$ cat config.mk
export PLATFORM = sky130hd
export DESIGN_NAME = uart_tx_fifo_reader
export DESIGN_NICKNAME = d
export VERILOG_FILES = /design/src/rtl/uart_tx_fifo_reader.sv
export SDC_FILE = /design/constraint.sdc
export NUM_CORES = 1
export LEC_CHECK = 0
export CAP_MARGIN = 0
export CORE_MARGIN = 5
export CORE_UTILIZATION = 38
export CTS_CLUSTER_SIZE = 12
export DETAILED_ROUTE_END_ITERATION = 7
export PLACE_DENSITY_LB_ADDON = 0.05
export SYNTH_ARGS = -nofsm -noshare
export SYNTH_HDL_FRONTEND = slang
export SYNTH_SLANG_ARGS = --single-unit
$ cat constraint.sdc
create_clock -name clk -period 2.3 [get_ports clk]
set_input_delay 0.575 -clock clk [delete_from_list [all_inputs] [get_ports clk]]
set_output_delay 0.575 -clock clk [all_outputs]
set_load 0.05 [all_outputs]
$ cat src/rtl/uart_tx_fifo_reader.sv
// uart_tx_fifo_reader: UART transmitter that drains a TX FIFO.
// Pops a word whenever the FIFO is non-empty and the transmitter is free,
// then sends start bit, DBIT data bits LSB first and a stop period, timed
// by an oversampling baud tick.
module uart_tx_fifo_reader #(
  parameter int DBIT    = 8,
  parameter int SB_TICK = 16,
  parameter int OVS     = 16
) (
  input  logic            clk,
  input  logic            reset_n,
  input  logic            s_tick,
  input  logic            en,
  input  logic            fifo_empty,
  input  logic [DBIT-1:0] fifo_r_data,
  output logic            fifo_rd,
  output logic            tx,
  output logic            tx_busy,
  output logic            tx_done_tick
);

  localparam int SMAX = (OVS > SB_TICK) ? OVS : SB_TICK;
  localparam int SW   = (SMAX > 2) ? $clog2(SMAX) : 1;

  localparam logic [SW-1:0] S_BIT_LAST  = SW'(OVS - 1);
  localparam logic [SW-1:0] S_STOP_LAST = SW'(SB_TICK - 1);
  localparam logic [2:0]    N_LAST      = 3'(DBIT - 1);

  typedef enum logic [1:0] {
    IDLE,
    START,
    DATA,
    STOP
  } state_t;

  state_t          state, state_n;
  logic [SW-1:0]   s, s_n;
  logic [2:0]      n, n_n;
  logic [DBIT-1:0] b, b_n;
  logic            can_pop;

  // A pop needs an enabled transmitter, a word in the FIFO and reset released;
  // the reset term keeps the Mealy strobe quiet while reset_n is held low.
  assign can_pop = en && !fifo_empty && reset_n;

  assign tx_busy = (state != IDLE);

  // State and datapath registers; async reset aborts any frame in flight.
  always_ff @(posedge clk or negedge reset_n) begin
    if (!reset_n) begin
      state <= IDLE;
      s     <= '0;
      n     <= '0;
      b     <= '0;
    end else begin
      state <= state_n;
      s     <= s_n;
      n     <= n_n;
      b     <= b_n;
    end
  end

  // Next-state, counter updates and Mealy outputs (pop strobe, done tick, tx).
  always_comb begin
    state_n      = state;
    s_n          = s;
    n_n          = n;
    b_n          = b;
    fifo_rd      = 1'b0;
    tx_done_tick = 1'b0;
    tx           = 1'b1;
    case (state)
      IDLE: begin
        if (can_pop) begin
          fifo_rd = 1'b1;
          b_n     = fifo_r_data;
          s_n     = '0;
          state_n = START;
        end
      end
      START: begin
        tx = 1'b0;
        if (s_tick) begin
          if (s == S_BIT_LAST) begin
            s_n     = '0;
            n_n     = '0;
            state_n = DATA;
          end else begin
            s_n = s + 1'b1;
          end
        end
      end
      DATA: begin
        tx = b[0];
        if (s_tick) begin
          if (s == S_BIT_LAST) begin
            s_n = '0;
            b_n = b >> 1;
            if (n == N_LAST) begin
              state_n = STOP;
            end else begin
              n_n = n + 1'b1;
            end
          end else begin
            s_n = s + 1'b1;
          end
        end
      end
      STOP: begin
        if (s_tick) begin
          if (s == S_STOP_LAST) begin
            tx_done_tick = 1'b1;
            s_n          = '0;
            // Chain straight into the next start bit when a word is waiting.
            if (can_pop) begin
              fifo_rd = 1'b1;
              b_n     = fifo_r_data;
              state_n = START;
            end else begin
              state_n = IDLE;
            end
          end else begin
            s_n = s + 1'b1;
          end
        end
      end
      default: begin
        state_n = IDLE;
      end
    endcase
  end

endmodule

==> impl_metrics.toml <==
[synth]
yosys_warnings = 0
avgSynthCellArea_um2 = 9.83
yosys-top-cells-count = "dfrtp_1 (17), nor2_1 (14), ha_1 (8), o21ai_0 (8)"
synthTopCellsByArea = "dfrtp_1 (40%), ha_1 (9.5%), mux2i_1 (6.7%)"
yosysUniqueCellTypes = 36
synth-xor-area-share_pct = 0
yosysSeqAreaShare_pct = 40.4
synth-edff-count = 0
synthMuxAreaShare_pct = 7.73
ys_seq_elements = 17
netlist_instances = 107
syn-num-nets = 128
synth_top_family_by_area = "compound AO/OA/AOI/OAI gates"
yosys.area_share.simple_pct = 16.2
synth-adder-area-share_pct = 9.51
yosysTopAreaCellShare_pct = 40.4
yosysTopAreaCell = "dfrtp_1"
netlist_area_mm2 = 0.00105
synth_compound_area_share_pct = 21.9
dominantRegCellSynth = "dfrtp_1"
synth_most_common_cell = "dfrtp_1"
async_flop_share_pct = 100

[sta]
finalSetupTns_ns = 0
hold_viol_final = 0
finalSetupViolations = 0
whs_ns = 0.522
period_minus_slack_ns = 2.18
period_share_pct = 94.8
finalClockSkew_ns = 0.0166
setup_ws_ns = 0.120
slew_headroom_pct = 73.4
rsz0062_at_grt = "no"
drv_slew = 0
worst_slew_pin_slew_ns = 0.399
timing.fmax_ghz = 0.459

[critical_path]
cp_slowest_cell = "dfrtp_1"
endpoint_kind = "output pin"
worstPathMaxFanout = 6
reg2reg_depth = 6
crit_chain = "ha_4 > nand4_4 > nor2_2 > nor2_1 > nor3_4 > buf_12"
worst-endpoint-required_ns = 1.73
crit_type = "flop to output pin"
reg2reg_to = "state[1]"
reg2reg_from = "state[0]"
slowest_delay_ns = 0.45
path_buf_inv = 1
start_kind = "flop"
crit_family = "simple AND/OR/NAND/NOR gates"
r2r_slack_ns = 0.46
worstPathArrival_ns = 1.60

[place]
place.gp.congestion = 0.741
pre_cts_ws_ns = -0.0446
dp_hpwl_um = 1670
port_buffers = 16

[cts]
htree_num_levels = 1
cts_setup_buffers = 0
clock-sinks = 17
cts_buffers = 3
clk_pin_slew_ns = 0.12
cts-hold-fix-buffers = 0
clk_latency_ns = 0.29
cts_tree = "done"
max-clock-path-buffers = 2
cts-root-buf = "clkbuf_4"

[floorplan]
die_w_um = 62.6
initial_utilization_pct = 38.8
fp.dieH_um = 62.6
placementRows = 19
die-area_mm2 = 0.00392
coreArea_mm2 = 0.00271
io_pins = 17

[run_status]
status = "finished clean"

[detailed_routing]
via_count = 837
viasPerCell = 5.10
wl_met3_um = 86
top_layer_used = "met4"
dr.pass1.iters = 3
ant_nets = 0
first_iter_violations = 28
wl_met1_um = 973
drt-total-wl_um = 2120
post-route-drc-count = 0
dr_wl_met2_um = 1040
wl_per_cell_um = 12.9

[layout]
diodes = 0
fillers = 274
fin_nets = 155
drive_above_1_share_pct = 23.3
area_delta_synth_final_pct = 31.2

[global_route]
antenna_found_initial = 0
grt_pass1_wl_um = 3880
grt_usage_pct = 11.8
grt_max_degree = 18
gr-total-overflow = 0
grt_pass1_vias = 907

[power]
vdd_ir_drop_max_v = 0.000559
powerDensity_mw_per_mm2 = 1210
leakagePower_nw = 0.605
total_power_mw = 1.67

[hold_path]
hp-class = "flop to flop"
min_path_cells = 2
min_to = "n[1]"
hp-start = "n[1]"

[job]
max_cap_viol_count = 0
power by group:
| part | total [mW] | switching [mW] | internal, mW | leakage [nW] |
|---|---|---|---|---|
| logic | 0.984 | 0.530 | 0.454 | 0.381 |
| clock network | 0.166 | 0.102 | 0.0645 | 0.0177 |
| registers | 0.522 | 0.105 | 0.418 | 0.206 |
per-layer routing:
layer / track usage, % / up-vias
met2: 19.8 / 11
met5: 0 / -
met1: 14.6 / 385
met3: 3.06 / 2
met4: 3.98 / 0
li1: - / 439
state kept, by name, summed over array words and instances, names as in the netlist:
name,count
n,3
b,8
s,4
state,2
worst max path at each step:
stage	endpoint	slack, ns	depth (start not counted)	start
2_1_floorplan	fifo_rd	-0.20	5	s[0]
3_3_place_gp	fifo_rd	-0.03	6	s_tick
3_5_place_dp	fifo_rd	-0.04	6	s_tick
4_1_cts	fifo_rd	0.03	6	s[0]
5_1_grt	tx	0.006	5	state[0]
6_report	fifo_rd	0.12	6	s[1]
logic make-up after synthesis:
group	count (synthesis)
buffers and inverters	9
AND/OR/NAND/NOR	33
adder cells (fa/ha/maj)	8
AO/OA/AOI/OAI	32
flip-flops	17
multiplexers	8
cell type report:
class / count / area (um^2) / share of cell area (%)
Clock buffer: 3 / 22.5 / 1.63
Clock inverter: 1 / 5.00 / 0.363
Inverter: 6 / 22.5 / 1.63
Multi-Input combinational cell: 81 / 611 / 44.2
Sequential cell: 17 / 427 / 30.9
Tap cell: 31 / 38.8 / 2.81
Timing Repair Buffer: 25 / 254 / 18.4
stage by stage:
stage,cell area (um^2),instances,util (%)
4_1_cts,1370,164,50.5
6_report,1380,164,50.9
5_1_grt,1380,164,50.9
2_1_floorplan,1070,107,-
3_3_place_gp,1340,160,49.4
3_5_place_dp,1340,160,49.4
what timing repair did:
| action | 4_1_cts | 5_1_grt |
|---|---|---|
| gates resized for setup | 3 | 2 |
| pin swaps | 0 | 0 |
| endpoints found under the setup margin | 2 | 1 |
worst reg2reg max path, delay by kind of cell, from the launching register on:
family	cells	cell delay, ns
buffers and inverters	2	0.34
adders and majority gates	1	0.28
DFF	1	0.40
muxes	1	0.36
and+or+nand+nor	1	0.22
AOI/OAI and AO/OA	1	0.14
cells in the final DEF (no fill, tap or decap), types with 2 or more instances in the layout:
master            n
buf_12            3
inv_1             6
a22oi_1           2
ha_1              6
nor2_1           13
nor3_1            4
buf_4            10
a21oi_2           3
clkdlybuf4s50_1  11
clkbuf_4          3
nand2_1           5
dfrtp_1          16
mux2i_1           7
o21ai_0           7
a21oi_1           7
Power figures use the tool's default switching activity.
